$ cat src/rtl/tri_bus_slot_sampler.sv
// Receive-side sweep controller for a single wire shared by N_DRV tristate
// drivers. One driver is enabled at a time. Its level is sampled through a
// 2-flop synchronizer after a settle window. An all-off guard gap follows
// every slot. The collected bits are published as one word.
//
// Handshake: start is sampled only in IDLE, with no ready. While busy,
// start is ignored, including in the DONE cycle. valid is a single-cycle
// pulse with no back-pressure. data_out is updated on the same edge that
// raises valid and holds until the next sweep completes.
module tri_bus_slot_sampler #(
  parameter int N_DRV  = 2,
  parameter int SETTLE = 3,
  parameter int GUARD  = 1
) (
  input  logic             clk,
  input  logic             rst,
  input  logic             start,
  input  logic [N_DRV-1:0] slot_mask,
  input  logic             bus_in,
  output logic [N_DRV-1:0] en,
  output logic [N_DRV-1:0] data_out,
  output logic             valid,
  output logic             busy,
  output logic [1:0]       dbg_state
);

  localparam int IW   = (N_DRV > 1) ? $clog2(N_DRV) : 1;
  localparam int CMAX = (SETTLE > GUARD) ? SETTLE : GUARD;
  localparam int CW   = $clog2(CMAX + 1);
  localparam logic [CW-1:0] SETTLE_LAST = CW'(SETTLE - 1);
  localparam logic [CW-1:0] GUARD_LAST  = CW'(GUARD - 1);

  typedef enum logic [1:0] {
    ST_IDLE  = 2'd0,
    ST_DRIVE = 2'd1,
    ST_GUARD = 2'd2,
    ST_DONE  = 2'd3
  } state_t;

  state_t           state, state_next;
  logic [N_DRV-1:0] mask_r;
  logic [N_DRV-1:0] shadow;
  logic [IW-1:0]    idx;
  logic [CW-1:0]    cnt;
  logic             s1, s2;

  logic             has_next;
  logic [IW-1:0]    next_idx;
  logic [IW-1:0]    first_idx;

  // Lowest set bit of the incoming mask, and next polled slot above idx.
  always_comb begin
    has_next  = 1'b0;
    next_idx  = idx;
    first_idx = '0;
    for (int i = N_DRV - 1; i >= 0; i--) begin
      if (slot_mask[i]) first_idx = IW'(i);
      if (mask_r[i] && (i > int'(idx))) begin
        has_next = 1'b1;
        next_idx = IW'(i);
      end
    end
  end

  // State register; reset drops the FSM to IDLE, which also kills en at once.
  always_ff @(posedge clk or negedge rst) begin
    if (!rst) state <= ST_IDLE;
    else      state <= state_next;
  end

  // Next-state logic: IDLE -> DRIVE/GUARD slots in ascending order -> DONE.
  always_comb begin
    state_next = state;
    case (state)
      ST_IDLE:  if (start) state_next = (slot_mask == '0) ? ST_DONE : ST_DRIVE;
      ST_DRIVE: if (cnt == SETTLE_LAST) state_next = ST_GUARD;
      ST_GUARD: if (cnt == GUARD_LAST) state_next = has_next ? ST_DRIVE : ST_DONE;
      ST_DONE:  state_next = ST_IDLE;
      default:  state_next = ST_IDLE;
    endcase
  end

  // Two-flop synchronizer for the asynchronous shared wire.
  always_ff @(posedge clk or negedge rst) begin
    if (!rst) begin
      s1 <= 1'b0;
      s2 <= 1'b0;
    end else begin
      s1 <= bus_in;
      s2 <= s1;
    end
  end

  // Sweep datapath: mask latch, slot index, window counter, shadow and result.
  always_ff @(posedge clk or negedge rst) begin
    if (!rst) begin
      mask_r   <= '0;
      shadow   <= '0;
      idx      <= '0;
      cnt      <= '0;
      data_out <= '0;
    end else begin
      case (state)
        ST_IDLE: begin
          if (start) begin
            mask_r <= slot_mask;
            shadow <= '0;
            idx    <= first_idx;
            cnt    <= '0;
            // An empty sweep publishes the freshly cleared shadow.
            if (slot_mask == '0) data_out <= '0;
          end
        end
        ST_DRIVE: begin
          if (cnt == SETTLE_LAST) begin
            shadow[idx] <= s2;
            cnt         <= '0;
          end else begin
            cnt <= cnt + 1'b1;
          end
        end
        ST_GUARD: begin
          if (cnt == GUARD_LAST) begin
            cnt <= '0;
            if (has_next) idx      <= next_idx;
            else          data_out <= shadow;
          end else begin
            cnt <= cnt + 1'b1;
          end
        end
        default: ;
      endcase
    end
  end

  // Outputs decoded from registered state; enables are only live in DRIVE.
  always_comb begin
    en        = (state == ST_DRIVE) ? (N_DRV'(1) << idx) : '0;
    valid     = (state == ST_DONE);
    busy      = (state != ST_IDLE);
    dbg_state = state;
  end

endmodule
$ cat config.mk
export PLATFORM = sky130hd
export DESIGN_NAME = tri_bus_slot_sampler
export DESIGN_NICKNAME = d
export VERILOG_FILES = /design/src/rtl/tri_bus_slot_sampler.sv
export SDC_FILE = /design/constraint.sdc
export NUM_CORES = 1
export LEC_CHECK = 0
export BUFFER_PORTS_ARGS = -buffer_cell sky130_fd_sc_hd__buf_2
export CAP_MARGIN = 20
export CORE_MARGIN = 2
export CORE_UTILIZATION = 30
export CTS_BUF_LIST = sky130_fd_sc_hd__clkbuf_4 sky130_fd_sc_hd__clkbuf_8
export CTS_CLUSTER_SIZE = 16
export DETAILED_ROUTE_END_ITERATION = 10
export SLEW_MARGIN = 20
export SYNTH_ARGS = -nofsm -noshare
export SYNTH_HDL_FRONTEND = slang
export SYNTH_SLANG_ARGS = --single-unit
$ cat constraint.sdc
create_clock -name clk -period 2 [get_ports clk]
set_input_delay 0.4 -clock clk [delete_from_list [all_inputs] [get_ports clk]]
set_output_delay 0.4 -clock clk [all_outputs]
set_load 0.005 [all_outputs]
==> results of run 1 <==
[cells in the mapped netlist (2+ instances only)]
master and instances:
sky130_fd_sc_hd__dfrtp_1 12, sky130_fd_sc_hd__ha_1 11, sky130_fd_sc_hd__inv_1 10, sky130_fd_sc_hd__nand2_1 9, sky130_fd_sc_hd__o21ai_0 7, sky130_fd_sc_hd__a21oi_1 4
sky130_fd_sc_hd__nor2_1 4, sky130_fd_sc_hd__mux2i_1 3, sky130_fd_sc_hd__nand2b_2 2
[cell type report]
class                      count  share of cell area
clock buffer                   3              0.0245
inverter                      10              0.0408
multi-input combinational     57               0.489
sequential                    12               0.326
tap                           30              0.0408
timing repair buffer          14              0.0788
[worst max-delay path, cell delays in order, from the launching register on]
cell,delay (ns)
sky130_fd_sc_hd__dfrtp_1,0.44
sky130_fd_sc_hd__inv_1,0.17
sky130_fd_sc_hd__ha_2,0.26
sky130_fd_sc_hd__nor2b_1,0.19
sky130_fd_sc_hd__buf_2,0.14
[sequential cells by signal, summed over array words and instances (netlist names)]
register and cells:
cnt 2, data_out 2, dbg_state 2, idx 1, mask_r 1, s1 1, s2 1, shadow 2
[cells by family after synthesis]
family	share of synthesized area
compound gates	0.201
fa+ha+maj	0.173
simple gates	0.137
buf+inv	0.0612
flops	0.377
mux	0.0518
[per-layer routing]
metal / share of wire / vias up / track usage / wire (um)
met1: 0.46 / 300 / 0.133 / 717
li1: - / 303 / - / -
met4: 0.0078 / 0 / 0.0383 / 12
met2: 0.48 / 16 / 0.165 / 747
met3: 0.043 / 2 / 0.0258 / 67
met5: 0 / - / 0 / 0
[metrics by stage]
stage	cell area, um2	utilization
2_1_floorplan	797	-
3_3_place_gp	896	0.358
3_5_place_dp	896	0.358
4_1_cts	918	0.367
5_1_grt	921	0.368
6_report	921	0.368
[power breakdown]
| part | switching [mW] | internal (mW) |
|---|---|---|
| registers | 0.0785 | 0.313 |
| logic | 0.461 | 0.375 |
| clock network | 0.0753 | 0.0696 |
| total | 0.614 | 0.758 |
[final timing paths]
check	from	end	slack [ns]	depth (start not counted)
max reg2reg	dbg_state[0]$_DFFE_PN0P_	data_out[1]$_DFFE_PN0P_	0.20	6
min reg2reg	s1$_DFF_PN0_	s2$_DFF_PN0_	0.36	0
max	dbg_state[1]$_DFFE_PN0P_	en[0]	0.14	4
min in group clk	bus_in	s1$_DFF_PN0_	0.23	1
min	rst	cnt[0]$_DFFE_PN0P_	-0.001	1
max in group asynchronous	rst	data_out[0]$_DFFE_PN0P_	1.79	1
==> results.md, run 1 <==
- After floorplanning, the core was divided into 18 placement rows.
- The cell area that synthesis handed to floorplanning was approximately 800 um2.
- The number of placed instances, taps included, is roughly 120.
- Of all flip-flops after synthesis, the portion carrying an async set or reset was 1.00.
- The fraction of the cycle the final worst path needs is 0.928.
- In this run, post-CTS hold repair placed 0 buffers.
- The static leakage is between 0.4 and 0.5 nW.
- For this design the ratio of total power to cell area is 1490 nW/um2.
- At the placement stage, the worst setup path has a slack of 0.202 ns.
- The tree is rooted in a sky130_fd_sc_hd__clkbuf_4.
- In the synthesized netlist, the number of instances is 80.
- The count of antenna-violating nets left after detailed routing is 0.
- The kind of end point of the critical path is a primary output.
- The wire length per cell is between 10 and 15 um.
- The overall power after layout is between 1 and 1.5 mW.
- Ranked by total cell area, the synthesized netlist is headed by sky130_fd_sc_hd__dfrtp_1 38%, sky130_fd_sc_hd__ha_1 17%, sky130_fd_sc_hd__inv_1 4.7%, sky130_fd_sc_hd__o21ai_0 4.4%, sky130_fd_sc_hd__nand2_1 4.2%.
- The final period demand of the worst path is approximately 1.9 ns.
- The maximum vdd drop is 0.788 mV.
- In this run the horizontal extent of the chip is approximately 56 um.
- Measured along the y axis, the die boundary spans 55.5 um.
- STA classifies the critical path startpoint as a flop.
- The number of distinct library cell variants in the gate-level netlist after synthesis is 27.
- For this configuration, the core starts out at a cell density of 0.319.
- In the layout the commonest cells are 13 x sky130_fd_sc_hd__buf_2, 12 x sky130_fd_sc_hd__dfrtp_1, 10 x sky130_fd_sc_hd__inv_1, 10 x sky130_fd_sc_hd__ha_1, 9 x sky130_fd_sc_hd__nand2_1.
- The total overflow left after global routing is 0.
- The synthesis warning total is 0.
- The number of gates resized after CTS was 0.
- The checks that failed: negative hold slack.
- The class of the worst hold path is input pin to async pin.
- The number of detailed-route iterations in the first pass is 4.
- After clock tree synthesis, the clock-pin slew on the worst setup and hold paths is 0.07 ns.
- The post-CTS setup-driven buffer insertion count is 0.
- The sequential share of the synthesized area is 0.377.
- In the global route stage, overall resource usage came out at 0.103.
- For this run, the leading register cell type out of synthesis is sky130_fd_sc_hd__dfrtp_1.
- The post-detailed-routing wire length is 1.55 mm.
- The timing-limited maximum frequency is 539 MHz.
- The global-route wire length before repair is 2.51 mm.
- The number of synthesized flops with an enable pin is 0.
- Synthesis produced a netlist with a net count of 97.
- For the pin with the worst max-slew slack, the measured transition is 0.279 ns.
- The synthesized flop and latch total is 12.
- The footprint of the multi-input gates is 450 um2.
- The area fraction of the dominant cell type after synthesis is 0.377.
- The count of H-tree levels built during CTS is 1.
- TritonCTS built the clock tree.
- The count of final setup violators is 0.
- The max-slew violation count was 0.
- The fraction of final layout cells with drive strength greater than 1 is 0.260.
- The most frequent standard cell in the layout excluding fill and tap cells is sky130_fd_sc_hd__buf_2.
- The number of nets in the layout is 115.
- The TritonCTS sink count is 12.
- The average instance area after synthesis is around 10 um2.
- For this block, the initial DRC count from the detailed router was 19.
- The critical path required time is 1.60 ns.
- The maximum number of pins on one net before global-route repair is 13.
- The congestion estimate from routability-driven global placement came to 0.889.
- The sequential cells in the finished layout cover a total of between 300 and 400 um2.
- The total CTS buffers is 3.
- Summed over all failing endpoints, the final setup total negative slack is 0 ns.
- The final route contains 621 vias.
- The final HPWL from detailed placement is 1.26 mm.
- The worst-path maximum fanout is 6.
- The post-synthesis cell type with the largest combined area is sky130_fd_sc_hd__dfrtp_1.
- In the routed design, unresolved DRC markers number 0.
- The initial antenna violation count is 0.
- The worst hold slack across all endpoints is -0.00139 ns.
- Data on the critical path arrives at its endpoint at 1.46 ns.
- 0 antenna diodes ended up in the layout.
- Clock skew on the completed layout was measured at 0.00165 ns.
- Dividing the detail-routed via count by the number of cells gives about 5.
- The via count of the first global-routing pass was around 580.
- Input and output buffers added on the ports amount to 13.
- By startpoint and endpoint, the worst setup path is classified as flop to primary output.
- The least setup slack across all paths after layout is 0.143 ns.
- The reported max-cap violation count is 0.
- The run finished, with violations left.
- Fill cells in the final layout number 256.
- The floorplan die area is 3090 um2.
- The core region area is 2500 um2.
- In this run the tightest slew margin relative to its limit is 0.814.
- The maximum clock insertion buffer count is 2.
- The final cell count without fillers is 126.
- Relative to the synthesized area, the layout overhead comes to 15.5%.
- The number of top-level design ports is 14.
- The number of endpoints with negative hold slack in the final report is 8.
- The source-to-sink clock delay at the later pin of the worst-skew pair is 0.27 ns.
- Setup repair after global routing left no endpoint under its margin.
No activity file was read; power rests on OpenSTA's default activity.
==> inputs of run 2 (changes only) <==
REMOVE_ABC_BUFFERS = 1   (was unset)
clock period = 1.9 ns   (was 2 ns; I/O delays follow)
==> results.md, run 2 (synthesis results as in run 1) <==
- The run finished with clean final reports.
- Once layout is complete, the utilization of the core stands at 0.385.
- The data arrival time at the worst-slack endpoint is 1.37 ns.
- The total cell area at the placement stage is slightly above 900 um2.
- Clock latency on the worst-skew pair, taken at its later pin, is approximately 0.28 ns.
- The critical path goes through inv_2 -> ha_2 -> nor2b_2 -> buf_2.
- The completed layout was analyzed and its total power is approximately 1.5 mW.
- After routing, the total negative slack on setup checks comes to 0 ns.
- The global-route total usage across every layer is 0.119.
- The first global-routing pass estimated between 2 and 3 mm of wire.
- After clock tree synthesis, the setup repair step added 0 buffers.
- The count of final setup violators is 0.
- The wire length per cell is 12.5 um.
- The reported max-cap violation count is 0.
- The initial antenna violation count is 0.
- The TritonCTS sink count is 12.
- The power density normalized to cell area is 1600 nW/um2.
- In the final layout, the share of cells above drive strength 1 is 0.300.
- No sink is reached through more buffers than the 2 on the longest clock path.
- The number of nets in the layout is 118.
- Entering global routing, the biggest net connects 13 pins.
- The footprint of the multi-input gates is between 400 and 500 um2.
- The critical path required time is 1.52 ns.
- The slowest stage of the critical path is the sky130_fd_sc_hd__dfrtp_1 cell.
- The worst setup path is captured at a primary output.
- STA classifies the critical path startpoint as a flop.
- For this design the top-level I/O count stands at 14.
- The repair_antennas step left the layout with diodes totalling 0.
- Together, buffers and inverters on the worst path number 2.
- In this run, the number of DRC markers left after iteration 0 of detailed routing was 7.
- For the pin with the worst max-slew slack, the measured transition is roughly 0.3 ns.
- At the end of routability-driven placement, the weighted congestion stood at 0.809.
- The number of endpoints with negative hold slack in the final report was 0.
- The static leakage is roughly 0.47 nW.
- The worst path meets setup with 0.145 ns of slack.
- For this run, the slowest stage of the critical path takes 0.44 ns.
- Signal routing reaches up to met4.
- The floorplan die area is about 3100 um2.
- Setup repair after global routing left no endpoint under its margin.
- Summed over all nets, the half-perimeter wirelength after detailed placement is roughly 1.3 mm.
- For this block, the routed nets add up to 1.62 mm of wire.
- In the layout the commonest cells are 13 x sky130_fd_sc_hd__buf_2, 12 x sky130_fd_sc_hd__dfrtp_1, 10 x sky130_fd_sc_hd__ha_1.
- The count of antenna-violating nets left after detailed routing is 0.
- Along the worst path, the maximum fanout reaches 6.
- The core region is approximately 2500 um2.
- The category of cells accounting for the largest share of critical-path delay is flip-flops.
- In this run the number of H-tree levels came out at 1.
- The final instance area is roughly 960 um2.
- The worst setup path is of the flop to primary output kind.
- The tightest slew margin relative to the limit is 0.797.
- The total of buffers placed on input and output ports is 13.
- The root buffer selected by CTS is sky130_fd_sc_hd__clkbuf_4.
- The global route total overflow is 0.
- The area taken by flip-flops and latches is 300 um2.
- The starting density of the core is 0.319.
- The fill cell instance count of the final layout is around 270.
- VDD sags by at most 0.836 mV.
- The class of the worst hold path is input pin to flop.
- Based on the critical path, the design can be clocked at up to between 500 and 600 MHz.
- The final period demand of the worst path is 1.75 ns.
- The met1 layer wirelength in the final routing is 775 um.
- Dividing the final minimum period by the clock period gives 0.924.
- The area added between synthesis and finish is 20.7%.
- For this block, the via count after detailed routing is a little over 600.
- At the placement stage, the worst setup path has a slack of 0.241 ns.
- The cell row count is 18.
- The clock-pin slew of the registers on the worst-case setup and hold paths is 0.07 ns.
- The most frequent standard cell in the layout excluding fill and tap cells is sky130_fd_sc_hd__buf_2.
- TritonCTS built the clock tree.
- In the detailed route, the total length drawn on met3 is 125 um.
- Detailed routing placed a total of between 700 and 800 um of wire on met2.
- The via count of the first global-routing pass was a little over 600.
- The floorplan step set the die height to 55.5 um.
- The max-slew violation count was 0.
- The total CTS buffers is 3.
- In the routed layout, each cell is associated on average with a via count of around 4.7.
- The die extent in x is 55.5 um.
- For the final database, setup skew stands at 0.00940 ns.
- The total DRC errors in the routed layout is 0.
- The number of detailed-route iterations in the first pass is 4.
-- run 2: changes by cell type in the layout (fill, tap and decap cells not counted), sizes merged --
cell         before  now
buf              14   16
clkbuf            3    4
dlygate4sd3       0    1
-- run 2: layout make-up --
class	count	share of cell area
multi-input cells	57	0.471
inverters	10	0.0390
well taps	30	0.0390
flip-flops and latches	12	0.312
clock buffers	4	0.0377
repair buffers	17	0.101
-- run 2: what timing repair did --
item / CTS / global route
endpoints found under the hold margin: 12 / 0
resized for setup: 0 / 3
hold buffers: 1 / 0
endpoints found under the setup margin: 0 / 1
-- run 2: worst paths after layout --
check,startpoint,to,slack (ns),depth (start not counted)
worst max-delay path,dbg_state[1]$_DFFE_PN0P_,en[0],0.15,4
worst min-delay path,bus_in,s1$_DFF_PN0_,0.21,1
worst max register to register,dbg_state[1]$_DFFE_PN0P_,data_out[1]$_DFFE_PN0P_,0.28,6
worst min register to register,s1$_DFF_PN0_,s2$_DFF_PN0_,0.36,0
max in group asynchronous,rst,dbg_state[0]$_DFFE_PN0P_,1.17,2
min in group asynchronous,rst,shadow[1]$_DFFE_PN0P_,0.50,2
-- run 2: metal layers --
| layer | vias to the layer above | track usage |
|---|---|---|
| met5 | - | 0 |
| met3 | 2 | 0.0585 |
| met1 | 281 | 0.161 |
| met2 | 21 | 0.167 |
| met4 | 0 | 0.0348 |
| li1 | 313 | - |
-- run 2: report_power, final --
| part | switching [mW] | internal [mW] |
|---|---|---|
| Sequential | 0.0723 | 0.330 |
| Combinational | 0.506 | 0.424 |
| Clock | 0.0895 | 0.117 |
-- run 2: per-stage QoR --
step / hold slack, ns / instances
finish: 0.211 / 130
CTS: 0.199 / 130
detailed placement: 0.277 / 125
global route: 0.190 / 130
global placement: 0.276 / 125
floorplan: 0.0844 / 79
